[src/rtl/asrv32_fetch_pkg.sv]
// asrv32 fetch shared definitions: FSM state encodings, widths, reset PC default, PC helpers.
// Latency: n/a (constants and pure functions only).
// Backpressure: n/a.
package asrv32_fetch_pkg;

  localparam int XLEN = 32;

  // Fetch FSM encodings (kept as plain constants for older tool flows)
  localparam logic [1:0] ST_FETCH = 2'd0;  // stb high, waiting for ack
  localparam logic [1:0] ST_HOLD  = 2'd1;  // skid full, stb low
  localparam logic [1:0] ST_FLUSH = 2'd2;  // redirect seen with a request still outstanding

  localparam logic [XLEN-1:0] PC_RESET_DEF = 32'h0000_0000;

  // Sequential next PC; natural 32-bit wrap from 0xFFFF_FFFC to 0.
  function automatic logic [XLEN-1:0] pc_inc(input logic [XLEN-1:0] pc);
    return pc + 32'd4;
  endfunction

  // Force a redirect target onto a word boundary.
  function automatic logic [XLEN-1:0] word_align(input logic [XLEN-1:0] pc);
    return {pc[XLEN-1:2], 2'b00};
  endfunction

endpackage

[src/rtl/asrv32_fetch_skid.sv]
// One-entry {inst,pc} holding buffer behind the fetch output register.
// Latency: loaded value visible the cycle after i_load; drain/clear empty it on the next edge.
// Backpressure: none of its own; the owner stops requesting memory while o_full is set.
module asrv32_fetch_skid
  import asrv32_fetch_pkg::*;
(
  input  logic            i_clk,
  input  logic            i_rst_n,
  input  logic            i_load,
  input  logic            i_drain,
  input  logic            i_clr,
  input  logic [XLEN-1:0] i_inst,
  input  logic [XLEN-1:0] i_pc,
  output logic            o_full,
  output logic [XLEN-1:0] o_inst,
  output logic [XLEN-1:0] o_pc
);

  logic            full_q, full_d;
  logic [XLEN-1:0] inst_q, inst_d;
  logic [XLEN-1:0] pc_q, pc_d;

  // Clear beats load beats drain; the owner never loads and drains together.
  always_comb begin
    full_d = full_q;
    inst_d = inst_q;
    pc_d   = pc_q;
    if (i_clr) begin
      full_d = 1'b0;
    end else if (i_load) begin
      full_d = 1'b1;
      inst_d = i_inst;
      pc_d   = i_pc;
    end else if (i_drain) begin
      full_d = 1'b0;
    end
  end

  // Buffer state registers.
  always_ff @(posedge i_clk or negedge i_rst_n) begin
    if (!i_rst_n) begin
      full_q <= 1'b0;
      inst_q <= '0;
      pc_q   <= '0;
    end else begin
      full_q <= full_d;
      inst_q <= inst_d;
      pc_q   <= pc_d;
    end
  end

  assign o_full = full_q;
  assign o_inst = inst_q;
  assign o_pc   = pc_q;

endmodule

[src/rtl/asrv32_fetch.sv]
// Instruction fetch: one outstanding stb/ack request, output register + 1-entry skid, redirect flush.
// Latency: a word acked at edge N is on o_inst after edge N (or after the skid drains); ack latency unbounded.
// Backpressure: i_stall holds the outputs; a second word goes to the skid and stb drops until it drains.
// Optional: ASRV32_FETCH_MISALIGN_EN adds o_misaligned and suppresses fetch on unaligned redirect targets.
module asrv32_fetch
  import asrv32_fetch_pkg::*;
#(
  parameter logic [XLEN-1:0] PC_RESET = PC_RESET_DEF
) (
  input  logic            i_clk,
  input  logic            i_rst_n,
  output logic [XLEN-1:0] o_iaddr,
  output logic            o_stb_inst,
  input  logic            i_ack_inst,
  input  logic [XLEN-1:0] i_inst,
  input  logic            i_stall,
  input  logic            i_change_pc,
  input  logic [XLEN-1:0] i_new_pc,
  output logic [XLEN-1:0] o_inst,
  output logic [XLEN-1:0] o_pc,
  output logic            o_valid
`ifdef ASRV32_FETCH_MISALIGN_EN
  ,
  output logic            o_misaligned
`endif
);

  logic [1:0]      state_q, state_d;
  logic [XLEN-1:0] pc_q, pc_d;      // current request address
  logic [XLEN-1:0] tgt_q, tgt_d;    // redirect target latched during FLUSH
  logic [XLEN-1:0] inst_q, inst_d;
  logic [XLEN-1:0] opc_q, opc_d;
  logic            stb_q, stb_d;
  logic            vld_q, vld_d;
  logic            mis_q, mis_d;

  logic            ack;
  logic            accept;
  logic            new_mis;
  logic [XLEN-1:0] new_pc_al;
  logic            skid_load, skid_drain, skid_clr, skid_full;
  logic [XLEN-1:0] skid_inst, skid_pc;

  // Acks with no strobe (e.g. left over from before a reset) are ignored.
  assign ack       = i_ack_inst & stb_q;
  assign accept    = vld_q & ~i_stall;
  assign new_pc_al = word_align(i_new_pc);

`ifdef ASRV32_FETCH_MISALIGN_EN
  assign new_mis = |i_new_pc[1:0];
`else
  logic new_pc_unused;
  assign new_mis       = 1'b0;
  assign new_pc_unused = ^i_new_pc[1:0];
`endif

  // Next-state for PC, strobe, FSM and output register; redirect overrides stall and ack.
  always_comb begin
    state_d    = state_q;
    pc_d       = pc_q;
    tgt_d      = tgt_q;
    inst_d     = inst_q;
    opc_d      = opc_q;
    stb_d      = stb_q;
    vld_d      = vld_q;
    mis_d      = mis_q;
    skid_load  = 1'b0;
    skid_drain = 1'b0;
    skid_clr   = 1'b0;
    if (i_change_pc) begin
      vld_d    = 1'b0;
      skid_clr = 1'b1;
      mis_d    = new_mis;
      if (new_mis) opc_d = i_new_pc;
      if (stb_q && !ack) begin
        // Memory still owes us a word: keep the old address up until it arrives, then go.
        state_d = ST_FLUSH;
        tgt_d   = new_pc_al;
        stb_d   = 1'b1;
      end else begin
        // Nothing outstanding (or the ack lands now and is dropped): fetch the target next cycle.
        state_d = ST_FETCH;
        pc_d    = new_pc_al;
        stb_d   = ~new_mis;
      end
    end else begin
      case (state_q)
        ST_FETCH: begin
          if (ack) begin
            pc_d = pc_inc(pc_q);
            if (!vld_q || accept) begin
              inst_d = i_inst;
              opc_d  = pc_q;
              vld_d  = 1'b1;
              stb_d  = 1'b1;
            end else begin
              skid_load = 1'b1;
              stb_d     = 1'b0;
              state_d   = ST_HOLD;
            end
          end else begin
            if (accept) vld_d = 1'b0;
            stb_d = ~mis_q;
          end
        end
        ST_HOLD: begin
          if (accept) begin
            inst_d     = skid_inst;
            opc_d      = skid_pc;
            vld_d      = 1'b1;
            skid_drain = 1'b1;
            stb_d      = 1'b1;
            state_d    = ST_FETCH;
          end
        end
        ST_FLUSH: begin
          if (ack) begin
            pc_d    = tgt_q;
            stb_d   = ~mis_q;
            state_d = ST_FETCH;
          end
        end
        default: begin
          state_d = ST_FETCH;
        end
      endcase
    end
  end

  // Fetch state registers; reset leaves stb low so the first request rises one cycle after release.
  always_ff @(posedge i_clk or negedge i_rst_n) begin
    if (!i_rst_n) begin
      state_q <= ST_FETCH;
      pc_q    <= PC_RESET;
      tgt_q   <= PC_RESET;
      inst_q  <= '0;
      opc_q   <= '0;
      stb_q   <= 1'b0;
      vld_q   <= 1'b0;
      mis_q   <= 1'b0;
    end else begin
      state_q <= state_d;
      pc_q    <= pc_d;
      tgt_q   <= tgt_d;
      inst_q  <= inst_d;
      opc_q   <= opc_d;
      stb_q   <= stb_d;
      vld_q   <= vld_d;
      mis_q   <= mis_d;
    end
  end

  asrv32_fetch_skid u_skid (
    .i_clk   (i_clk),
    .i_rst_n (i_rst_n),
    .i_load  (skid_load),
    .i_drain (skid_drain),
    .i_clr   (skid_clr),
    .i_inst  (i_inst),
    .i_pc    (pc_q),
    .o_full  (skid_full),
    .o_inst  (skid_inst),
    .o_pc    (skid_pc)
  );

  assign o_iaddr    = pc_q;
  assign o_stb_inst = stb_q & ~skid_full;
  assign o_inst     = inst_q;
  assign o_pc       = opc_q;
  assign o_valid    = vld_q;
`ifdef ASRV32_FETCH_MISALIGN_EN
  assign o_misaligned = mis_q;
`endif

endmodule

[config.mk]
export PLATFORM = sky130hd
export DESIGN_NAME = asrv32_fetch
export DESIGN_NICKNAME = d
export VERILOG_FILES = /design/src/rtl/asrv32_fetch_pkg.sv /design/src/rtl/asrv32_fetch_skid.sv /design/src/rtl/asrv32_fetch.sv
export SDC_FILE = /design/constraint.sdc
export NUM_CORES = 1
export LEC_CHECK = 0
export ABC_AREA = 1
export CORE_MARGIN = 8
export CORE_UTILIZATION = 59
export CTS_BUF_LIST = sky130_fd_sc_hd__clkbuf_4 sky130_fd_sc_hd__clkbuf_8
export DETAILED_ROUTE_END_ITERATION = 6
export HOLD_SLACK_MARGIN = 0.12
export PLACE_DENSITY = 0.89
export SYNTH_ARGS = -nofsm -noshare
export SYNTH_HDL_FRONTEND = slang
export SYNTH_SLANG_ARGS = --single-unit
[constraint.sdc]
create_clock -name i_clk -period 4.5 [get_ports i_clk]
set_input_delay 1.35 -clock i_clk [delete_from_list [all_inputs] [get_ports i_clk]]
set_output_delay 1.35 -clock i_clk [all_outputs]
set_load 0.01 [all_outputs]
==> impl_metrics.py <==
metrics = {
    "run": {
        "maxCapViolations": 0,
    },
    "worst_setup_path": {
        "worstSetupPathType": "reg -> out",
        "crit_buf_inv": 1,
        "end_kind": "primary output",
        "path_cells": "clkdlybuf4s50_1",
        "crit_family": "buffers and inverters",
        "worst_path_max_delay_cell": "clkdlybuf4s50_1",
        "arrival_ns": 1.64,
        "rr_worst_depth": 8,
        "critPathMaxFanout": 8,
        "slowest_delay_ns": 0.62,
        "path_depth": 1,
        "cp-start-kind": "flip-flop",
        "cp.required_ns": 3.15,
    },
    "cts": {
        "cts_tree": "yes",
        "cts_sinks": 189,
        "cts_setup_buffers": 0,
        "cts_hold_buf": 0,
        "h-tree-depth": 4,
        "cts_buffer_depth": 2,
        "cts-root-buf": "clkbuf_8",
        "ctsResizeCount": 0,
        "clock_latency_ns": 0.46,
        "clkTransAtPathRegs_ns": 0.09,
        "numCtsBuffers": 17,
    },
    "power_and_ir_drop": {
        "netSwitchingPower_uw": 2960,
        "power_leakage_uw": 0.00532,
        "clkPwrFrac_pct": 15.7,
        "p_total_uw": 7390,
        "internal_power_uw": 4440,
        "irDropWorstVdd_mv": 0.340,
        "p_per_area_mw_per_mm2": 666,
        "power_frac_comb_pct": 44.5,
        "seqPwrFrac_pct": 39.8,
        "netSwitchingFraction_pct": 40.0,
    },
    "synthesis": {
        "synth_xor_area_share_pct": 0.581,
        "syn_area_per_cell_um2": 7.66,
        "muxShareOfSynthArea_pct": 0,
        "synthAdderAreaFrac_pct": 0.554,
        "synth_cell_types": 22,
        "synth_top_family_by_area": "simple AND/OR/NAND/NOR gates",
        "synth-simple-area-share_pct": 21.3,
        "syn-cell-area_mm2": 0.00904,
        "synth-seq-area-share_pct": 52.3,
        "ys_seq_elements": 189,
        "syn_inst": 1180,
        "synth_compound_area_share_pct": 17.2,
        "yosysWarnings": 0,
    },
    "place": {
        "post-place-ws_ns": 1.20,
        "gp_congestion": 0.908,
        "port_buffers": 160,
        "dp_hpwl_um": 15500,
        "dp.cells": 1472,
    },
    "outcome": {
        "status": "complete, no violations",
    },
    "timing": {
        "timing.final.hold_violations": 0,
        "final.setup.tns_ns": 0,
        "min_period_over_period_pct": 66.4,
        "setup_viol": 0,
        "worst_slack_ns": 1.51,
        "maxSlewViolCount": 0,
        "maxSlewHeadroom_pct": 32.8,
        "hold_ws_ns": 0.486,
        "grt_setup_unrepaired": "no",
        "skew_ns": 0.00936,
        "fmax_ghz": 0.334,
        "post-route-min-period_ns": 2.99,
        "worstMarginPinSlew_ns": 1.01,
    },
    "worst_hold_path": {
        "hold_class": "reg -> reg",
        "whs_path_depth": 2,
    },
    "die": {
        "row_count": 45,
        "ioPinCount": 167,
        "core_area_mm2": 0.0151,
        "dieArea_mm2": 0.0195,
        "die_h_um": 140,
        "die_x_um": 140,
        "initial_core_util_pct": 59.9,
    },
    "cells_and_area": {
        "nFillCells": 1164,
        "final_common_cell": "nand2_1",
        "layout-drive-gt1-share_pct": 3.65,
        "syn2layout_area_growth_pct": 22.8,
        "antennaDiodeCount": 0,
        "final_cell_mix": "338 x nand2_1, 189 x dfrtp_1, 188 x o21ai_0, 158 x clkdlybuf4s50_1, 113 x a21oi_1",
        "stdcell_count": 1504,
        "multi_input_area_mm2": 0.00360,
        "register_area_mm2": 0.00473,
        "nets": 1376,
    },
    "grt": {
        "grt_most_used_layer": "met2",
        "grt_pass1_vias": 7518,
        "use_met3_pct": 4.89,
        "antenna_found_initial": 0,
        "grt.total_usage_pct": 23.2,
        "met1_usage_pct": 32.7,
        "grt_pass1_wl_um": 37300,
        "grt_overflow": 0,
        "grt_start_max_net_pins": 121,
        "gr-usage-met2_pct": 35.4,
    },
    "drt": {
        "firstDrtPassIters": 5,
        "drt-initial-drc-count": 796,
        "vias_per_cell": 5.41,
        "vias": 8133,
        "antenna_left": 0,
        "drt-total-wl_um": 22600,
        "drc": 0,
        "wire_per_inst_um": 15.1,
    },
}
area by class of cell:
| class | instances | area share [%] |
|---|---|---|
| Tap cell | 188 | 2.12 |
| Sequential cell | 189 | 42.6 |
| Timing Repair Buffer | 170 | 15.3 |
| Clock buffer | 20 | 2.42 |
| Clock inverter | 12 | 1.30 |
| Inverter | 112 | 3.79 |
| Multi-Input combinational cell | 813 | 32.5 |
flip-flops by register name, indices dropped and copies added, names as in the netlist:
| register | flops |
|---|---|
| o_iaddr | 30 |
| tgt_q | 30 |
| stb_q | 1 |
| o_pc | 30 |
| u_skid.o_pc | 30 |
| o_inst | 32 |
| o_valid | 1 |
| u_skid.o_full | 1 |
| u_skid.o_inst | 32 |
| state_q | 2 |
worst reg2reg max path, cell delays in order (launching register included):
cell and delay [ns]:
dfrtp_1 0.35, inv_1 0.07, ha_1 0.21, inv_2 0.65, a21oi_1 0.25, nor4_4 0.30, buf_4 0.56, nor2_1 0.14
a21oi_1 0.16
cells by family after synthesis:
kind of cell / Yosys count
buffers and inverters: 181
other: 1
and+or+nand+nor: 492
DFF: 189
xor gates and xnor gates: 6
AOI/OAI and AO/OA: 307
adders and majority gates: 4
through the flow:
step / utilization, % / cell area [µm²]
finish: 73.6 / 11100
global route: 73.6 / 11100
CTS: 73.6 / 11100
detailed placement: 70.8 / 10700
global placement: 70.8 / 10700
floorplan: - / 9050
worst paths after layout:
| kind | end | from | slack, ns |
|---|---|---|---|
| worst min register to register | u_skid.o_pc[18]$_DFFE_PN0P_ | u_skid.o_pc[18]$_DFFE_PN0P_ | 0.49 |
| worst min-delay path | u_skid.o_pc[18]$_DFFE_PN0P_ | u_skid.o_pc[18]$_DFFE_PN0P_ | 0.49 |
| max in group asynchronous | o_iaddr[27]$_DFFE_PN0P_ | i_rst_n | 2.69 |
| worst max-delay path | o_iaddr[17] | o_iaddr[17]$_DFFE_PN0P_ | 1.51 |
| worst max register to register | o_inst[28]$_DFFE_PN0P_ | state_q[1]$_DFFE_PN0P_ | 1.73 |
| min in group asynchronous | o_inst[21]$_DFFE_PN0P_ | i_rst_n | 0.92 |
Yosys cell counts:
cell | n | area (µm²)
nor4_4 | 1 | 21.3
and2_1 | 2 | 12.5
o211ai_1 | 5 | 37.5
nand4_1 | 2 | 12.5
buf_1 | 3 | 11.3
conb_1 | 1 | 3.75
nor4_1 | 1 | 6.26
inv_2 | 2 | 7.51
buf_4 | 4 | 30.0
clkbuf_1 | 38 | 143
nand2_1 | 338 | 1270
dfrtp_1 | 189 | 4730
nand3_1 | 39 | 195
buf_2 | 24 | 120
a21oi_1 | 113 | 566
or2_1 | 1 | 6.26
o21ai_0 | 188 | 941
nor2_1 | 108 | 405
inv_1 | 110 | 413
ha_1 | 4 | 50.1
xor2_1 | 6 | 52.6
a221oi_1 | 1 | 8.76
metal layers:
layer	vias to the layer above	part of all wire, %
met5	-	0
met4	0	1.5
met2	313	46
met3	29	7.6
li1	4001	-
met1	3790	45
power by group through the flow:
stage | Sequential (µW) | Clock, µW | Combinational, µW
6_report | 2950 | 1160 | 3290
5_1_grt | 3030 | 1240 | 3680
4_1_cts | 2930 | 1180 | 3300
3_5_place_dp | 2960 | 0 | 3270
3_3_place_gp | 2930 | 0 | 3180
2_1_floorplan | 3050 | 0 | 1690
(Power assumes the default switching activity.)
